$ cat config.mk
export PLATFORM = sky130hd
export DESIGN_NAME = byte_hist_rx
export DESIGN_NICKNAME = d
export VERILOG_FILES = /design/src/rtl/byte_hist_rx.sv
export SDC_FILE = /design/constraint.sdc
export NUM_CORES = 1
export LEC_CHECK = 0
export BUFFER_PORTS_ARGS = -buffer_cell sky130_fd_sc_hd__buf_4
export CORE_MARGIN = 2
export CORE_UTILIZATION = 40
export DETAILED_ROUTE_END_ITERATION = 8
export GPL_TIMING_DRIVEN = 0
export PLACE_DENSITY = 0.62
export SKIP_LAST_GASP = 1
export SYNTH_ARGS = -nofsm -noshare
export SYNTH_HDL_FRONTEND = slang
export SYNTH_SLANG_ARGS = --single-unit
$ cat constraint.sdc
create_clock -name clk -period 1.7 [get_ports clk]
set_input_delay 0.425 -clock clk [delete_from_list [all_inputs] [get_ports clk]]
set_output_delay 0.425 -clock clk [all_outputs]
set_load 0.02 [all_outputs]
$ cat src/rtl/byte_hist_rx.sv
// 8N1 serial receiver that keeps the last three received bytes as a shift history.
// Sampling is timed from the synchronized falling edge of the start bit (E0).
module byte_hist_rx #(
    parameter int CLKS_PER_BIT = 16
) (
    input  logic       clk,
    input  logic       rst_n,
    input  logic       rxd,
    input  logic       hist_clr,
    output logic [7:0] Trig_1,
    output logic [7:0] Trig_2,
    output logic [7:0] Trig_3,
    output logic       priem,
    output logic       frame_err
);
    localparam int CW = $clog2(CLKS_PER_BIT);
    localparam logic [CW-1:0] HALF_M1 = CW'(CLKS_PER_BIT/2 - 1);
    localparam logic [CW-1:0] FULL_M1 = CW'(CLKS_PER_BIT - 1);

    typedef enum logic [2:0] {IDLE, START, DATA, STOP, WAIT_HI} state_t;

    state_t        state, state_nx;
    logic          rxd_m, rxd_s, rxd_p;
    logic [CW-1:0] cnt, cnt_nx;
    logic [2:0]    bit_idx, bit_nx;
    logic [7:0]    sh;
    logic          shift, byte_ok, byte_err;

    // Sync flops reset low so a line held low across reset never looks like a start edge.
    always_ff @(posedge clk or negedge rst_n) begin
        if (!rst_n) begin
            rxd_m <= 1'b0;
            rxd_s <= 1'b0;
            rxd_p <= 1'b0;
        end else begin
            rxd_m <= rxd;
            rxd_s <= rxd_m;
            rxd_p <= rxd_s;
        end
    end

    always_ff @(posedge clk or negedge rst_n) begin
        if (!rst_n) state <= IDLE;
        else        state <= state_nx;
    end

    always_comb begin
        state_nx = state;
        cnt_nx   = cnt + 1'b1;
        bit_nx   = bit_idx;
        shift    = 1'b0;
        byte_ok  = 1'b0;
        byte_err = 1'b0;
        case (state)
            IDLE: begin
                cnt_nx = '0;
                if (rxd_p && !rxd_s) begin
                    state_nx = START;
                    bit_nx   = '0;
                end
            end
            START: begin
                if (cnt == HALF_M1) begin
                    cnt_nx   = '0;
                    state_nx = rxd_s ? IDLE : DATA;
                end
            end
            DATA: begin
                if (cnt == FULL_M1) begin
                    cnt_nx = '0;
                    shift  = 1'b1;
                    bit_nx = bit_idx + 1'b1;
                    if (bit_idx == 3'd7) state_nx = STOP;
                end
            end
            STOP: begin
                if (cnt == FULL_M1) begin
                    cnt_nx = '0;
                    if (rxd_s) begin
                        byte_ok  = 1'b1;
                        state_nx = IDLE;
                    end else begin
                        byte_err = 1'b1;
                        state_nx = WAIT_HI;
                    end
                end
            end
            WAIT_HI: begin
                cnt_nx = '0;
                if (rxd_s) state_nx = IDLE;
            end
            default: state_nx = IDLE;
        endcase
    end

    always_ff @(posedge clk or negedge rst_n) begin
        if (!rst_n) begin
            cnt       <= '0;
            bit_idx   <= '0;
            sh        <= '0;
            priem     <= 1'b0;
            frame_err <= 1'b0;
            Trig_1    <= '0;
            Trig_2    <= '0;
            Trig_3    <= '0;
        end else begin
            cnt       <= cnt_nx;
            bit_idx   <= bit_nx;
            priem     <= byte_ok;
            frame_err <= byte_err;
            if (shift) sh <= {rxd_s, sh[7:1]};
            // A clear landing on the stop sample keeps only the new byte.
            if (byte_ok) begin
                Trig_1 <= sh;
                Trig_2 <= hist_clr ? 8'h00 : Trig_1;
                Trig_3 <= hist_clr ? 8'h00 : Trig_2;
            end else if (hist_clr) begin
                Trig_1 <= '0;
                Trig_2 <= '0;
                Trig_3 <= '0;
            end
        end
    end
endmodule

Yosys cells after proc, flatten, opt, wreduce, memory -nomap -nowiden
Cells that the tools add are included.
- output and inout bits: 26
- bits of input ports: 4
- bits in registers: 47
- mux-type cells: 29
- reductions and logical operators: 9
- add/subtract/negate cells: 2
- equality and inequality tests: 13
- operators with widths (operator ; number):
    8-bit 2-to-1 mux ; 6
    3-bit 2-to-1 mux ; 9
    3-bit case mux with 5 select lines ; 1
    2-bit inequality test (second input constant) ; 6
    4-bit case mux with 3 select lines ; 1
    1-bit 2-to-1 mux ; 8
    4-bit 2-to-1 mux ; 2
    3-bit by 2-bit == test with 1-bit output (second input constant) ; 2
    3-bit == test (second input constant) ; 2
    3-bit case mux with 2 select lines ; 1
    6-bit AND reduction ; 1
    4-bit by 1-bit adder with 4-bit output (second input constant) ; 1
    4-bit by 3-bit == test with 1-bit output (second input constant) ; 1
    4-bit == test (second input constant) ; 1
    2-bit nonzero test ; 2
    2-bit OR reduction ; 2
    3-bit by 1-bit adder with 3-bit output (second input constant) ; 1
    3-bit by 1-bit == test with 1-bit output (second input constant) ; 1
    3-bit zero test ; 1
    3-bit AND reduction ; 1
    2-bit 2-to-1 mux ; 1
    1-bit logical AND ; 1
    1-bit zero test ; 1

Longest topological paths before layout
- depth in word-level cells: 4
- mapped depth: 6
- gate-level depth less buffers: 5

Least setup slack after synthesis
OpenSTA, ideal clock, no wires.
- path type: flip-flop to flip-flop
- start: reg cnt[0]
- end: reg Trig_1[7]
- cell stages (with the launch flop): 7
- path slack: 0.112 ns
- library setup time: 0.124 ns
- arrival time: 1.464 ns
- cell sequence: dfrtp_1 > ha_1 > nand4_4 > or3_1 > buf_6 > buf_12 > mux2i_1
- longest elaborated chain between the ends: 4
- RTL lines (element ; RTL line ; text):
    start: declaration ; 24 ; logic [CW-1:0] cnt, cnt_nx;
    start signal: assignment ; 107 ; cnt <= cnt_nx;
    4-bit == test ; 77 ; if (cnt == FULL_M1) begin
    1-bit 2-to-1 mux ; 77 ;
    1-bit 2-to-1 mux ; 54 ; case (state)
    8-bit 2-to-1 mux ; 113 ; if (byte_ok) begin
    end signal: assignment ; 114 ; Trig_1 <= sh;
    end: declaration ; 10 ; output logic [7:0] Trig_1,
Every way passes these cells.
A chain may end at the register's enable or synchronous reset.

Worst setup path in the final report
- start: reg cnt[0]
- end: reg Trig_1[5]
Same word-level chain as after synthesis.

==> results.tsv <==
metric	value	unit
clk buf depth	2	
Post-Syn Area	2050	sq um
Synth cell types	29	
synthesized instance count	163	
Die Y	75.6	microns
most frequent cells in the layout	47 x dfrtp_1, 32 x buf_4, 31 x mux2i_1	
first-pass GRT wire length	5940	microns
Reg clk slew, reported paths	90	ps
chip width	75.6	microns
Avg Vias per Cell	4.74	
core footprint	5040	sq um
Max VDD drop	0.000579	V
Top FF cell, synth	dfrtp_1	
slowest library cell on the worst path	or3_4	
reg2reg end	Trig_1[5]	
clock skew	6.25	ps
outcome	complete, no violations	
CTS tree	built	
setup slack, reg-to-reg	80	ps
worst path cell trace	ha_4, nand4_4, or3_4, buf_12, mux2i_2	
Ant. Diodes	0	
CTS root buffer	clkbuf_8	
grt ovf	0	
Setup Crit Path Kind	reg2reg	
Final #Nets	207	
total power divided by cell area	936	nW/um^2
boundary pin count	30	
area delta synth->final	20.9	%
Layout Utilization	49.2	%
Tmin final	1620	ps
EDFF count, synth	0	
CP top delay family	simple AND/OR/NAND/NOR gates	
First-pass DRT Iterations	4	
total number of vias	1285	
clock latency on the worst-skew pair	300	ps
Final Setup Violations	0	
share of layout cells above drive strength 1	26.4	%
fin cells	271	
unrepaired setup endpoints after global routing	false	
Async SR Flop Fraction	100	%
Mean Syn Cell Area	12.6	sq um
Placed Instance Area	2360	sq um
yosys warns	0	
gr usage total	14.1	%
initial core utilization	40.7	%
Pleak	1.36	nW
initial antenna violation count	0	
CP Launch Point	cnt[0]	
slew margin rel.	60.3	%
buffer and inverter count on the worst path	1	
Sink Count	47	
post-route cell area	2480	sq um
DR WL/cell	13.5	microns
port buffer count	29	
R2R depth	5	
dpl hpwl	2590	microns
Num CTS Buffers	5	
die area	5720	sq um
r2r startpoint	cnt[0]	
setup TNS	0	ps
RePlAce Congestion	0.757	
flops & latches, synth	47	
number of global-route vias before repair	1242	
delay of the slowest critical-path stage	480	ps
Routed Antenna Nets	0	
Max-Cap Viols	0	
# rows	26	
post-synthesis sequential area ratio	57.3	%
Crit path required time	1890	ps
CTS H-tree lvls	2	
leading cell type in the layout, fill and taps excluded	dfrtp_1	
Final Hold Fails	0	
Post-Route WL	3670	microns
Worst Setup Start Kind	flop	
syn nets	170	
Critical Path Sink Type	flop	
initial DRC count	65	
hold crit path type	in2async	
placed cell count	262	
largest net degree at the start of global routing	48	
Worst Path Arrival	1810	ps
final routed DRC violation total	0	
CP Max Fanout	10	
Pins Over Slew Limit	0	
fmax	0.616	GHz
Tcrit/Tclk final	95.4	%
Worst Tran Pin Value	590	ps
==> sequential cells by signal, summed over array words and instances, names as in the netlist, 3 cells and up <==
signal,flops
Trig_1,8
Trig_2,8
Trig_3,8
sh,8
cnt,4
bit_idx,3
state,3
==> layer usage <==
metal / vias to the layer above / wire length, microns / GRT usage (%)
li1: 621 / - / -
met1: 628 / 1730 / 20.0
met2: 29 / 1700 / 20.8
met3: 7 / 173 / 3.17
met4: 0 / 64 / 6.43
met5: - / 0 / 0
==> layout make-up <==
| cell class | instances | area (sq um) |
|---|---|---|
| Timing Repair Buffer | 31 | 233 |
| Multi-Input combinational cell | 98 | 786 |
| Inverter | 12 | 45.0 |
| Sequential cell | 47 | 1180 |
| Clock buffer | 6 | 82.6 |
| Fill cell | 455 | 2560 |
| Tap cell | 70 | 87.6 |
| Buffer | 5 | 55.1 |
| Clock inverter | 2 | 16.3 |
==> what timing repair did <==
| action | in CTS | in global routing |
|---|---|---|
| pin swaps | 0 | 1 |
| endpoints found under the setup margin | 21 | 21 |
| hold endpoints to repair | 0 | 0 |
| setup buffers | 0 | 2 |
| gates resized for setup | 2 | 2 |
| hold buffers | 0 | 0 |
==> worst reg2reg max path, cell delays in order (launching register included) <==
cell     delay (ps)
dfrtp_1         410
ha_4            170
nand4_4         120
or3_4           480
buf_12          190
mux2i_2         150
==> synthesized netlist by cell type (3+ instances only) <==
cell      instances  area share, %
inv_1            12            2.2
a21oi_1           3           0.73
nand2_1           3           0.55
dfrtp_1          47             57
nand2b_1         25            7.6
nor3_1            3           0.73
ha_1              3            1.8
nor2_1            7            1.3
nand3_1           3           0.73
mux2i_1          32             16
==> power breakdown <==
part           internal, W  switching [W]
combinational     0.000172       0.000183
sequential         0.00118      0.0000782
clock             0.000332       0.000373
total              0.00169       0.000634
==> logic make-up (layout without fill, tap and decap cells) <==
kind of cell               count (synthesis)  count (layout)  synth area share [%]
AOI/OAI and AO/OA                          9               9                  3.11
and+or+nand+nor                           50              50                  14.9
xor gates and xnor gates                   3               3                  1.28
DFF                                       47              47                  57.3
muxes                                     33              33                  16.2
buffers and inverters                     18              56                  5.43
adders and majority gates                  3               3                  1.83
==> worst max-delay path by stage <==
| stage | slack (ps) | cells after the start | endpoint |
|---|---|---|---|
| 6_report | 80 | 5 | Trig_1[5] |
| 5_1_grt | 20 | 5 | Trig_1[5] |
| 4_1_cts | 30 | 6 | Trig_1[5] |
| 3_5_place_dp | -30 | 6 | Trig_1[5] |
| 3_3_place_gp | 20 | 6 | Trig_1[3] |
| 2_1_floorplan | 110 | 6 | Trig_1[7] |
==> per-stage QoR <==
stage / setup slack (ps) / hold slack (ps) / total power, W
after floorplan: 112 / 129 / 0.00150
after global placement: 23.5 / 333 / 0.00157
after detailed placement: -28.2 / 336 / 0.00159
after CTS: 29.8 / 145 / 0.00232
after global routing: 18.2 / 167 / 0.00246
final: 77.5 / 118 / 0.00232
Note: power is estimated with default switching activity, not from simulation.
